--- config.mk ---
export PLATFORM = sky130hd
export DESIGN_NAME = registrador_serializador_flat
export DESIGN_NICKNAME = d
export VERILOG_FILES = /design/src/rtl/registrador_serializador_if.sv /design/src/rtl/registrador_serializador.sv /design/src/flat_wrapper.sv
export SDC_FILE = /design/constraint.sdc
export NUM_CORES = 1
export LEC_CHECK = 0
export BUFFER_PORTS_ARGS = -buffer_cell sky130_fd_sc_hd__buf_4
export CORE_AREA = 3 3 40 42
export DETAILED_ROUTE_END_ITERATION = 6
export DIE_AREA = 0 0 43 45
export PLACE_DENSITY = 0.7
export SLEW_MARGIN = 20
export SYNTH_ARGS = -nofsm -noshare
export SYNTH_HDL_FRONTEND = slang
export SYNTH_SLANG_ARGS = --single-unit
--- constraint.sdc ---
create_clock -name clock -period 3.6 [get_ports clock]
set_clock_uncertainty 0.05 [all_clocks]
set_input_delay 0.72 -clock clock [delete_from_list [all_inputs] [get_ports clock]]
set_output_delay 0.72 -clock clock [all_outputs]
set_load 0.01 [all_outputs]
--- src/rtl/registrador_serializador_if.sv ---
// Word-source side of the serializer: load strobe, parallel word,
// serial line and handshake flags.
interface registrador_serializador_if #(
  parameter int WIDTH = 4
);
  logic             carga;
  logic [WIDTH-1:0] dado;
  logic             saida;
  logic             valido;
  logic             pronto;
  logic             ocupado;
  logic             fim;

  modport master (
    output carga, dado,
    input  saida, valido, pronto, ocupado, fim
  );

  modport slave (
    input  carga, dado,
    output saida, valido, pronto, ocupado, fim
  );
endinterface

--- src/rtl/registrador_serializador.sv ---
// Parallel-in/serial-out transmitter: shifts a WIDTH-bit word out LSB first,
// optionally followed by an even-parity bit, with registered handshake flags.
module registrador_serializador #(
  parameter int WIDTH    = 4,
  parameter int PARIDADE = 0
) (
  input logic                       clock,
  input logic                       reset,
  registrador_serializador_if.slave bus
);

  localparam int N     = WIDTH + PARIDADE;
  localparam int CNT_W = (N > 1) ? $clog2(N) : 1;

  typedef enum logic [1:0] {
    IDLE  = 2'd0,
    ENVIA = 2'd1,
    FIM   = 2'd2
  } estado_t;

  estado_t          estado_q, estado_d;
  logic [N-1:0]     sr_q, sr_d;
  logic [N-1:0]     palavra;
  logic [CNT_W-1:0] cnt_q, cnt_d;
  logic             saida_q, saida_d;
  logic             valido_q, valido_d;
  logic             pronto_q, pronto_d;
  logic             ocupado_q, ocupado_d;
  logic             fim_q, fim_d;

  // Full frame as it goes on the wire: data bits, then parity in the top slot.
  always_comb begin
    palavra = N'(bus.dado);
    if (PARIDADE != 0) palavra[N-1] = ^bus.dado;
  end

  // sr_q holds the bits still to be sent after the one currently on saida_q.
  always_comb begin
    estado_d  = IDLE;
    sr_d      = sr_q;
    cnt_d     = cnt_q;
    saida_d   = 1'b0;
    valido_d  = 1'b0;
    pronto_d  = 1'b1;
    ocupado_d = 1'b0;
    fim_d     = 1'b0;
    case (estado_q)
      IDLE: begin
        if (bus.carga) begin
          estado_d  = ENVIA;
          saida_d   = palavra[0];
          sr_d      = palavra >> 1;
          cnt_d     = '0;
          valido_d  = 1'b1;
          ocupado_d = 1'b1;
          pronto_d  = 1'b0;
        end
      end
      ENVIA: begin
        pronto_d = 1'b0;
        if (cnt_q == CNT_W'(N - 1)) begin
          estado_d = FIM;
          fim_d    = 1'b1;
        end else begin
          estado_d  = ENVIA;
          saida_d   = sr_q[0];
          sr_d      = sr_q >> 1;
          cnt_d     = cnt_q + 1'b1;
          valido_d  = 1'b1;
          ocupado_d = 1'b1;
        end
      end
      FIM: begin
        estado_d = IDLE;
      end
      default: begin
        estado_d = IDLE;
        sr_d     = '0;
        cnt_d    = '0;
      end
    endcase
  end

  always_ff @(posedge clock or negedge reset) begin
    if (!reset) begin
      estado_q  <= IDLE;
      sr_q      <= '0;
      cnt_q     <= '0;
      saida_q   <= 1'b0;
      valido_q  <= 1'b0;
      pronto_q  <= 1'b1;
      ocupado_q <= 1'b0;
      fim_q     <= 1'b0;
    end else begin
      estado_q  <= estado_d;
      sr_q      <= sr_d;
      cnt_q     <= cnt_d;
      saida_q   <= saida_d;
      valido_q  <= valido_d;
      pronto_q  <= pronto_d;
      ocupado_q <= ocupado_d;
      fim_q     <= fim_d;
    end
  end

  assign bus.saida   = saida_q;
  assign bus.valido  = valido_q;
  assign bus.pronto  = pronto_q;
  assign bus.ocupado = ocupado_q;
  assign bus.fim     = fim_q;

endmodule

--- src/flat_wrapper.sv ---
// flat-port wrapper written by rule: the top's interface ports become plain ports
module registrador_serializador_flat 
#(
  parameter int WIDTH    = 4,
  parameter int PARIDADE = 0
)
  (clock, reset, bus_carga, bus_dado, bus_saida, bus_valido, bus_pronto, bus_ocupado, bus_fim);
  registrador_serializador_if #(.WIDTH(WIDTH)) bus_i ();
  input logic clock;
  input logic reset;
  input wire logic [$bits(bus_i.carga)-1:0] bus_carga;
  input wire logic [$bits(bus_i.dado)-1:0] bus_dado;
  output wire logic [$bits(bus_i.saida)-1:0] bus_saida;
  output wire logic [$bits(bus_i.valido)-1:0] bus_valido;
  output wire logic [$bits(bus_i.pronto)-1:0] bus_pronto;
  output wire logic [$bits(bus_i.ocupado)-1:0] bus_ocupado;
  output wire logic [$bits(bus_i.fim)-1:0] bus_fim;
  assign bus_i.carga = bus_carga;
  assign bus_i.dado = bus_dado;
  assign bus_saida = bus_i.saida;
  assign bus_valido = bus_i.valido;
  assign bus_pronto = bus_i.pronto;
  assign bus_ocupado = bus_i.ocupado;
  assign bus_fim = bus_i.fim;
  registrador_serializador #(.WIDTH(WIDTH), .PARIDADE(PARIDADE)) u_core (.clock(clock), .reset(reset), .bus(bus_i));
endmodule
### Word-level counts from Yosys, hierarchy flattened

Cells that the tools add are included.

| word-level totals | value |
|---|---|
| logic and storage cells | 35 |
| output and inout bits | 5 |
| bits in registers | 12 |
| input port bits | 7 |

| cells by class | value |
|---|---|
| add/subtract/negate cells | 1 |
| mux-type cells | 19 |
| bitwise logic cells | 1 |
| reductions and logical operators | 2 |
| equality and inequality tests | 5 |

Operator list:

| cell | count |
|---|---|
| case mux 4 bit (3 select lines) | 1 |
| 2-to-1 mux 1 bit | 8 |
| 2-to-1 mux 4 bit | 2 |
| 2-to-1 mux 2 bit | 3 |
| case mux 1 bit (2 select lines) | 3 |
| case mux 2 bit (3 select lines) | 1 |
| equality test 2 bit, second input constant | 2 |
| inequality test 2 bit, second input constant | 2 |
| case mux 2 bit (2 select lines) | 1 |
| AND reduction 3 bit | 1 |
| adder 2 x 1 -> 2 bit, second input constant | 1 |
| equality test 2 x 1 -> 1 bit, second input constant | 1 |
| logical NOT 2 bit | 1 |
| inverter 1 bit | 1 |

### Longest topological paths before layout

| depth | value |
|---|---|
| depth after elaboration | 3 |
| depth in mapped cells | 5 |

### Worst setup path before layout

No wires, ideal clock.

| timing path | value |
|---|---|
| kind | register to register |
| start | register u_core.cnt_q[0] |
| end | register u_core.sr_q[0] |
| path slack | 2245 ps |
| arrival | 1181 ps |
| stages on the path, launching flop included | 6 |
| buffers on the path | 1 |
| cell sequence | dfrtp_1 > ha_1 > buf_2 > nand2_1 > o2bb2ai_1 > a211o_1 |

| between the ends | value |
|---|---|
| longest elaborated chain between the ends | 3 |

RTL lines:

| what | line | RTL |
|---|---|---|
| from (decl) | registrador_serializador.sv:24 | `logic [CNT_W-1:0] cnt_q, cnt_d;` |
| from (signal assigned) | registrador_serializador.sv:97 | `cnt_q <= cnt_d;` |
| equality test 2 bit | registrador_serializador.sv:61 | `if (cnt_q == CNT_W'(N - 1)) begin` |
| inequality test 2 bit (no line) | n/a |  |
| AND reduction 3 bit (no line) | n/a |  |
| to (signal assigned) | registrador_serializador.sv:96 | `sr_q <= sr_d;` |
| to (decl) | registrador_serializador.sv:22 | `logic [N-1:0] sr_q, sr_d;` |

Every way passes these cells.
A chain may end at the register's enable or synchronous reset.

==> qor.yml <==
cts_tree: "done"
reg2reg_to: "u_core.sr_q[0]"
power_density_nw_per_um2: 796.4
insertion_delay_ns: 0.26
clk_pin_slew_ns: 0.06
synth_cell_type_count: 25
die_y_um: 45
core_um2: 1285
vias: 363
grt_pass1_vias: 344
dp_slack_ns: 2.064
crit_buf_inv: 1
fin_nets: 65
post-route-drc-count: 0
synth_top_cell_area_share: 0.4639
hp-class: "input pin to async pin"
ys_warn_count: 0
clock_sinks: 10
end_kind: "output pin"
antenna_found_initial: 0
worst_slew_pin_slew_ns: 0.4000
syn_inst: 45
p_int_uw: 299.1
critPathLaunchType: "flip-flop"
fin_ws_ns: 1.791
status: "finished, final reports clean"
drt-initial-drc-count: 10
cts_buffers: 3
cts_root_buf: "clkbuf_4"
io_pins: 12
io_buffers: 11
setup_viol: 0
crit_fanout: 14
cp_cell_sequence: "buf_4"
rows: 13
cts_setup_buffers: 0
p_leak_uw: 0.0002953
synthesis.nets: 53
grt.total_usage: 0.1113
crit_type: "flip-flop to output pin"
timing.setup.tns_ns: 0
postSynthAreaPerCell_um2: 10.79
grt_setup_unrepaired: "false"
via_per_inst: 5.113
slew_violations: 0
wl_per_cell_um: 12.58
maxSlewHeadroom: 0.7333
clock_power_share: 0.170
sequentialPowerShare: 0.442
required_ns: 2.83
post-route-min-period_ns: 1.809
syn-cell-area_um2: 485.5
gp_congestion: 0.8231
p_total_uw: 463.3
hold_buffers: 0
grt_pass1_wl_um: 1483
grt_max_degree: 15
r2r_start: "u_core.cnt_q[0]"
critPathArrivalTime_ns: 1.04
p_sw_uw: 164.3
dieArea_um2: 1935
cts_resized: 0
reg2regPathDepth: 4
drive_gt1_frac: 0.3036
final-hold-violation-count: 0
fin_crit_sh: 0.5025
ys_seq_elements: 10
power_frac_comb: 0.388
htree_levels: 1
dieWidth_um: 43
fillCellCount: 128
drt_wl_total_um: 893
r2r_setup_slack_ns: 2.17
synthTopCellsByArea: "dfrtp_1 (46%), dfstp_2 (5.4%), nand2_1 (3.9%)"
fmax_ghz: 0.5527
fin_util: 0.4528
dr.pass1.iters: 4
ant_nets: 0
area_growth_pct: 19.85
overflow: 0
worst_path_max_delay_cell: "dfrtp_1"
critPathTopFamily: "flip-flops"
cpPeakStageDelay_ns: 0.58
seq_area_frac_synth: 0.5180
cts.path.max_buffers: 2
diodes: 0
dp_cells: 67
p_sw_frac: 0.3545
start_util: 0.3778
cap_violations: 0
peakVddDrop_mv: 0.4475
yosysTopAreaCell: "dfrtp_1"
finalNonFillerCells: 71
==> worst max-delay path by stage <==
| stage | startpoint | end | slack, ns | cells after the start |
|---|---|---|---|---|
| floorplan | u_core.cnt_q[0] | u_core.sr_q[0] | 2.25 | 5 |
| global placement | bus_carga | u_core.sr_q[0] | 2.06 | 4 |
| detailed placement | bus_carga | u_core.sr_q[0] | 2.06 | 4 |
| CTS | u_core.bus.valido | bus_ocupado | 1.79 | 1 |
| global route | u_core.bus.valido | bus_ocupado | 1.71 | 1 |
| finish | u_core.bus.valido | bus_ocupado | 1.79 | 1 |
==> metal layers <==
layer,vias to the layer above,share of wire,GRT usage
met3,2,0.087,0.05976
met1,167,0.44,0.1275
met2,13,0.45,0.1617
li1,181,-,-
met4,0,0.020,0.07229
met5,-,0,0
==> cells in the mapped netlist <==
master     n
nor3b_1    2
o2bb2ai_1  1
a211o_1    2
nand2_1    5
nand3b_1   1
nand2b_1   1
nand2b_4   1
a31oi_1    1
buf_4      2
xor2_1     1
nor2_1     3
buf_6      1
a21oi_1    2
a31o_2     1
nand3_1    1
o21bai_1   1
buf_2      1
dfrtp_1    9
nor3_1     2
and3b_1    1
inv_1      1
ha_1       1
mux2i_1    1
o22ai_1    2
dfstp_2    1
==> layout make-up <==
type	instances	area, um2	area share
Clock buffer	4	26.28	0.04516
Inverter	1	3.754	0.006452
Multi-Input combinational cell	30	198.9	0.3419
Sequential cell	10	251.5	0.4323
Tap cell	15	18.77	0.03226
Timing Repair Buffer	11	82.58	0.1419
==> cells by family (layout without fill, tap and decap cells) <==
family,Yosys count,count (layout),share of synthesized area
AO/OA/AOI/OAI,10,10,0.1469
multiplexers,1,1,0.02062
flip-flops,10,10,0.5181
XOR/XNOR,1,1,0.01804
adder cells (fa/ha/maj),1,1,0.02577
AND/OR/NAND/NOR,17,17,0.1984
buffers and inverters,5,16,0.07214
==> power groups by stage <==
stage | Combinational (uW) | Sequential, uW | Clock [uW]
after floorplan | 145 | 194 | 0
after global placement | 180 | 205 | 0
after detailed placement | 183 | 206 | 0
after CTS | 183 | 204 | 84.0
after global routing | 200 | 214 | 91.2
final | 180 | 205 | 78.8
==> cell usage in the layout, fill, tap and decap left out, drive strengths merged <==
cell,instances
a211o,2
a21oi,2
a31o,1
a31oi,1
and3b,1
buf,11
clkbuf,4
dfrtp,9
dfstp,1
ha,1
inv,1
mux2i,1
nand2,5
nand2b,2
nand3,1
nand3b,1
nor2,3
nor3,2
nor3b,2
o21bai,1
o22ai,2
o2bb2ai,1
xor2,1
==> sequential cells by signal, summed over array words and instances, names as in the netlist <==
signal	flops
u_core.sr_q	3
u_core.bus.pronto	1
u_core.cnt_q	2
u_core.estado_q	1
u_core.bus.valido	1
u_core.bus.saida	1
u_core.bus.fim	1
==> per-stage QoR <==
stage | instance area, um2 | hold slack (ns)
floorplan | 485.5 | 0.3744
global placement | 555.5 | 0.4176
detailed placement | 555.5 | 0.4210
CTS | 581.8 | 0.2136
global route | 581.8 | 0.2049
finish | 581.8 | 0.2248
No activity file was read; power rests on OpenSTA's default activity.
